--- src/rtl/axi_arb_pkg.sv ---
// Shared types and constants for the AXI read/write channel arbiters.
// Slave map: S0 at ARADDR[31:16]=0x0000, S1 at 0x0001, all else default slave.
package axi_arb_pkg;

    localparam int AXI_ADDR_HI_W = 16;
    localparam int AXI_LEN_BITS  = 4;

    typedef enum logic [1:0] {
        ARB_IDLE = 2'd0,
        ARB_AR   = 2'd1,
        ARB_R    = 2'd2
    } arb_state_e;

    localparam logic [1:0] SEL_S0  = 2'b00;
    localparam logic [1:0] SEL_S1  = 2'b01;
    localparam logic [1:0] SEL_DEF = 2'b10;

    localparam logic [AXI_ADDR_HI_W-1:0] SLV0_BASE = 16'h0000;
    localparam logic [AXI_ADDR_HI_W-1:0] SLV1_BASE = 16'h0001;

    function automatic logic [1:0] sel_decode(
        input logic [AXI_ADDR_HI_W-1:0] addr_hi
    );
        logic [1:0] sel;
        sel = SEL_DEF;
        if (addr_hi == SLV0_BASE) sel = SEL_S0;
        else if (addr_hi == SLV1_BASE) sel = SEL_S1;
        return sel;
    endfunction

endpackage

--- src/rtl/axi_read_arbiter_rr_arb2.sv ---
// Two-requester round-robin picker; the pointer names the favoured
// requester on a tie and moves only when the owner strobes upd.
module rr_arb2 (
    input  logic       clk,
    input  logic       rst,
    input  logic [1:0] req,
    input  logic       upd,
    input  logic       upd_idx,
    output logic       gnt_vld,
    output logic       gnt_idx
);

    logic ptr_q, ptr_d;

    always_comb begin
        gnt_vld = |req;
        gnt_idx = (&req) ? ptr_q : req[1];
        ptr_d   = ptr_q;
        if (upd) ptr_d = ~upd_idx;
    end

    always_ff @(posedge clk) begin
        if (rst) ptr_q <= 1'b0;
        else     ptr_q <= ptr_d;
    end

endmodule

--- src/rtl/axi_read_arbiter.sv ---
// Read-path arbiter for the 2x2 AXI crossbar: RR grant, decode, beat check.
// Define READ_ARB_TIMEOUT_EN to add the idle-beat watchdog (arb_timeout).
module axi_read_arbiter
    import axi_arb_pkg::*;
#(
    parameter int ADDR_HI_W   = AXI_ADDR_HI_W,
    parameter int LEN_W       = AXI_LEN_BITS,
    parameter int TIMEOUT_CYC = 256
) (
    input  logic                 clk,
    input  logic                 rst,
    input  logic                 ARVALID_M0,
    input  logic                 ARVALID_M1,
    input  logic [ADDR_HI_W-1:0] ARADDR_HI_M0,
    input  logic [ADDR_HI_W-1:0] ARADDR_HI_M1,
    input  logic [LEN_W-1:0]     ARLEN_M0,
    input  logic [LEN_W-1:0]     ARLEN_M1,
    input  logic                 ARREADY_SEL,
    input  logic                 RVALID_SEL,
    input  logic                 RLAST_SEL,
    input  logic                 RREADY_GNT,
    output logic                 grant_m0,
    output logic                 grant_m1,
    output logic [1:0]           slave_sel,
    output logic                 ar_en,
    output logic                 r_en,
    output logic [LEN_W-1:0]     beat_cnt,
    output logic                 err_len,
    output logic                 arb_timeout
);

    arb_state_e       state_q, state_d;
    logic             mst_q, mst_d;
    logic [1:0]       sel_q, sel_d;
    logic [LEN_W-1:0] len_q, len_d;
    logic [LEN_W-1:0] beat_q, beat_d;
    logic             gnt0_q, gnt0_d;
    logic             gnt1_q, gnt1_d;
    logic             ar_en_q, ar_en_d;
    logic             r_en_q, r_en_d;
    logic             err_q, err_d;

    logic             pick_vld, pick_idx;
    logic             upd;
    logic             ar_hs, r_hs, done;

`ifdef READ_ARB_TIMEOUT_EN
    localparam int WD_W = (TIMEOUT_CYC > 2) ? $clog2(TIMEOUT_CYC) : 1;
    localparam logic [WD_W-1:0] WD_MAX = WD_W'(TIMEOUT_CYC - 1);
    logic [WD_W-1:0] wd_q, wd_d;
    logic            to_q, to_d;
`endif

    rr_arb2 u_rr (
        .clk     (clk),
        .rst     (rst),
        .req     ({ARVALID_M1, ARVALID_M0}),
        .upd     (upd),
        .upd_idx (mst_q),
        .gnt_vld (pick_vld),
        .gnt_idx (pick_idx)
    );

    always_comb begin
        state_d = state_q;
        mst_d   = mst_q;
        sel_d   = sel_q;
        len_d   = len_q;
        beat_d  = beat_q;
        gnt0_d  = gnt0_q;
        gnt1_d  = gnt1_q;
        ar_en_d = ar_en_q;
        r_en_d  = r_en_q;
        err_d   = 1'b0;
        upd     = 1'b0;
        done    = 1'b0;
        ar_hs   = (mst_q ? ARVALID_M1 : ARVALID_M0) && ARREADY_SEL;
        r_hs    = RVALID_SEL && RREADY_GNT;
`ifdef READ_ARB_TIMEOUT_EN
        wd_d    = '0;
        to_d    = 1'b0;
`endif

        unique case (state_q)
            ARB_IDLE: begin
                if (pick_vld) begin
                    state_d = ARB_AR;
                    mst_d   = pick_idx;
                    sel_d   = sel_decode(pick_idx ? ARADDR_HI_M1
                                                  : ARADDR_HI_M0);
                    len_d   = pick_idx ? ARLEN_M1 : ARLEN_M0;
                    gnt0_d  = ~pick_idx;
                    gnt1_d  = pick_idx;
                    ar_en_d = 1'b1;
                    beat_d  = '0;
                end
            end
            ARB_AR: begin
                if (ar_hs) begin
                    state_d = ARB_R;
                    ar_en_d = 1'b0;
                    r_en_d  = 1'b1;
                    beat_d  = '0;
                end
            end
            ARB_R: begin
                if (r_hs) begin
                    if (RLAST_SEL) begin
                        err_d = (beat_q != len_q);
                        done  = 1'b1;
                    end else if (beat_q != '1) begin
                        beat_d = beat_q + 1'b1;
                    end
                end
            end
            default: state_d = ARB_IDLE;
        endcase

`ifdef READ_ARB_TIMEOUT_EN
        if (state_q != ARB_IDLE) begin
            if ((state_q == ARB_AR && ar_hs) || (state_q == ARB_R && r_hs))
                wd_d = '0;
            else if (wd_q == WD_MAX && !done) begin
                to_d = 1'b1;
                done = 1'b1;
            end else
                wd_d = wd_q + 1'b1;
        end
`endif

        // Burst end (RLAST or watchdog): release the path, hand priority over.
        if (done) begin
            upd     = 1'b1;
            state_d = ARB_IDLE;
            gnt0_d  = 1'b0;
            gnt1_d  = 1'b0;
            ar_en_d = 1'b0;
            r_en_d  = 1'b0;
            sel_d   = SEL_S0;
            beat_d  = '0;
        end
    end

    always_ff @(posedge clk) begin
        if (rst) begin
            state_q <= ARB_IDLE;
            mst_q   <= 1'b0;
            sel_q   <= SEL_S0;
            len_q   <= '0;
            beat_q  <= '0;
            gnt0_q  <= 1'b0;
            gnt1_q  <= 1'b0;
            ar_en_q <= 1'b0;
            r_en_q  <= 1'b0;
            err_q   <= 1'b0;
`ifdef READ_ARB_TIMEOUT_EN
            wd_q    <= '0;
            to_q    <= 1'b0;
`endif
        end else begin
            state_q <= state_d;
            mst_q   <= mst_d;
            sel_q   <= sel_d;
            len_q   <= len_d;
            beat_q  <= beat_d;
            gnt0_q  <= gnt0_d;
            gnt1_q  <= gnt1_d;
            ar_en_q <= ar_en_d;
            r_en_q  <= r_en_d;
            err_q   <= err_d;
`ifdef READ_ARB_TIMEOUT_EN
            wd_q    <= wd_d;
            to_q    <= to_d;
`endif
        end
    end

    assign grant_m0  = gnt0_q;
    assign grant_m1  = gnt1_q;
    assign slave_sel = sel_q;
    assign ar_en     = ar_en_q;
    assign r_en      = r_en_q;
    assign beat_cnt  = beat_q;
    assign err_len   = err_q;
`ifdef READ_ARB_TIMEOUT_EN
    assign arb_timeout = to_q;
`else
    assign arb_timeout = 1'b0;
`endif

endmodule
--- config.mk ---
export PLATFORM = sky130hd
export DESIGN_NAME = axi_read_arbiter
export DESIGN_NICKNAME = d
export VERILOG_FILES = /design/src/rtl/axi_arb_pkg.sv /design/src/rtl/axi_read_arbiter_rr_arb2.sv /design/src/rtl/axi_read_arbiter.sv
export SDC_FILE = /design/constraint.sdc
export NUM_CORES = 1
export LEC_CHECK = 0
export CORE_ASPECT_RATIO = 0.6
export CORE_MARGIN = 2
export CORE_UTILIZATION = 35
export CTS_CLUSTER_SIZE = 28
export DETAILED_ROUTE_END_ITERATION = 10
export PLACE_DENSITY = 0.82
export SYNTH_ARGS = -nofsm -noshare
export SYNTH_HDL_FRONTEND = slang
export SYNTH_SLANG_ARGS = --single-unit
--- constraint.sdc ---
create_clock -name clk -period 1.7 [get_ports clk]
set_input_delay 0.425 -clock clk [delete_from_list [all_inputs] [get_ports clk]]
set_output_delay 0.425 -clock clk [all_outputs]
set_load 0.02 [all_outputs]
==> out/summary.txt <==
Fillers: 196
Starting DRC count in detailed routing: 74
Synth Instances: 119
Post-synth EDFFs: 0
Min-delay src: r_en
FP Rows: 14
Ant. Diodes: 0
Setup Skew: 0.00279 ns
Worst endpoint data arrival time: 1.23 ns
FMAX: 0.605 GHz
Worst skew pair latency: 0.26 ns
Die height: 45.0 microns
Vias per cell: 5.38
Status: completed
Synth area leader: dfxtp_1
RSZ-0062 raised after global routing: false
Max-Cap Viols: 0
Synthesized flop and latch total: 19
WL final: 3600 microns
Final Wtd Congestion: 0.931
Largest cells by area after synthesis: dfxtp_1 (39%), a21oi_1 (4.6%), nand2_1 (4.2%), mux2i_1 (4.1%), nand3_1 (4.1%)
Total Power: 1150 uW
IO Count: 60
CP bufs+invs: 1
Fin crit share: 0.973
Final Core Density: 0.681
Vias: 1,210
Non-Filler Instances: 225
Final instance area: 1750 sq um
Area after DPL: 1690 sq um
DP Wirelength: 2880 microns
Setup CP Type: flip-flop to output port
Drt pass-1 iters: 4
Crit-path leading delay family: buffers and inverters
Drt wl/cell: 16.0 microns
DRC viols: 0
CP required: 1.27 ns
CTS H-tree lvls: 1
Die area: 3250 sq um
Leakage: 0.000723 uW
CTS Hold Buffers Added: 0
Die W: 72.3 microns
Worst hold path class: flip-flop to flip-flop
Syn nets: 168
Buffers on Ports: 58
Layout cells sized above 1: 0.145
Core area: 2570 sq um
Grt ovf: 0
CTS tree: yes
Yosys cell types: 36
Post-synthesis sequential area ratio: 0.388
Detail Route Antenna Nets: 0
Register clock-pin slew on the reported worst setup and hold paths: 0.07 ns
Max clock buf depth: 2
Ys flop type: dfxtp_1
Slowest stage delay, CP: 0.62 ns
Synth Cell Area: 980 sq um
CTS Sinks: 19
Crit-path cells: clkdlybuf4s50_1
Ys async rst share: 0
Critical Path Slowest Stage Cell: clkdlybuf4s50_1
Clock buffer count from CTS: 3
Final min period: 1.65 ns
DP Cell Count: 221
GRT Util Overall: 0.230
CP Max Fanout: 2
Starting Density: 0.380
Area growth from synthesis to layout: 79.1%
Syn_area_per_cell: 8.23 sq um
Setup Buffers After CTS: 0
Pwr dens: 654 nW/um^2
Nets: 243
Root Driver: clkbuf_8
Critical path startpoint category: flip-flop
VDD IR-drop max: 0.502 mV
Pin count of the biggest net entering global routing: 12
Yosys warning total: 0
Antenna violations before repair: 0
Global-route wire length before repair: 5640 microns
Worst r2r src: state_q[1]
# setup viols final: 0
Worst Setup SP: slave_sel[0]
Synth top area share: 0.388
Critical path capture point type: output port
Vias in the first global route: 1,177
Slew Viols, Final: 0
Number of hold violations in the final report: 0
cells by family (layout without fill, tap and decap cells):
| kind of cell | Yosys count | count (layout) | synth area share |
|---|---|---|---|
| AO/OA/AOI/OAI | 27 | 27 | 0.175 |
| XOR/XNOR | 4 | 4 | 0.0358 |
| adder cells (fa/ha/maj) | 1 | 1 | 0.0128 |
| buffers and inverters | 10 | 84 | 0.0536 |
| flip-flops | 19 | 19 | 0.388 |
| multiplexers | 5 | 5 | 0.0524 |
| other | 1 | 1 | 0.00383 |
| AND/OR/NAND/NOR | 52 | 52 | 0.278 |
area by class of cell:
type / instances / area [sq um] / area share
clock buffer: 3 / 41.3 / 0.0235
sequential: 19 / 380 / 0.217
tap: 32 / 40.0 / 0.0228
multi-input combinational: 90 / 559 / 0.319
timing repair buffer: 75 / 709 / 0.404
inverter: 5 / 18.8 / 0.0107
clock inverter: 1 / 5.00 / 0.00285
per-layer routing:
metal | routed length [microns] | vias up | global-route usage
li1 | - | 587 | -
met1 | 1720 | 574 | 0.321
met2 | 1630 | 49 | 0.374
met3 | 254 | 0 | 0.0603
met4 | 0 | 0 | 0.0226
met5 | 0 | - | 0
worst paths after layout:
kind             endpoint  slack (ns)  depth (start not counted)
max reg2reg   beat_cnt[2]        0.17                          4
min reg2reg          r_en        0.46                          2
min                  r_en        0.46                          2
max          slave_sel[0]        0.05                          1
cell usage in the layout (no fill, tap or decap), types with 2 or more instances in the layout:
master,n
a211oi_1,2
a21oi_1,7
a21oi_2,2
a31oi_1,5
buf_4,17
clkbuf_8,3
clkdlybuf4s50_1,53
dfxtp_1,19
dlygate4sd2_1,3
dlymetal6s2s_1,2
inv_1,5
mux2i_1,4
nand2_1,11
nand2b_1,2
nand3_1,8
nand4_1,3
nor2_1,10
nor3_1,4
nor4_1,6
o21ai_0,2
or3_1,2
xor2_1,4
metrics by stage:
stage / hold slack (ns) / TNS [ns] / setup slack, ns
after floorplan: 0.446 / 0 / 0.308
after global placement: 0.433 / -1.99 / -0.237
after detailed placement: 0.447 / -2.99 / -0.305
after CTS: 0.462 / 0 / 0.0230
after global routing: 0.490 / 0 / 0.0109
final: 0.460 / 0 / 0.0466
synthesized netlist by cell type (2+ instances only):
master    number
a211oi_1       2
a21oi_1        9
a31oi_1        5
buf_4          2
clkbuf_1       2
dfxtp_1       19
inv_1          5
mux2i_1        4
nand2_1       11
nand2b_1       2
nand3_1        8
nand4_1        3
nor2_1        10
nor3_1         5
nor4_1         6
o21ai_0        2
or3_1          2
xor2_1         4
where the power goes:
group,switching [uW],leakage [uW],internal (uW)
Clock,161,0.0000255,163
Sequential,27.0,0.000155,473
Combinational,129,0.000542,194
Total,317,0.000723,830
state kept, by name, indices dropped and copies added (netlist names):
register,flops
u_rr.ptr_q,1
grant_m1,1
beat_cnt,4
err_len,1
slave_sel,2
grant_m0,1
r_en,1
ar_en,1
mst_q,1
len_q,4
state_q,2
repair_timing:
item | in CTS | in global routing
resized for setup | 5 | 3
hold endpoints to repair | 0 | 0
cloned | 0 | 0
pin swaps | 0 | 1
setup endpoints to repair | 9 | 4
No activity file was read; power rests on OpenSTA's default activity.
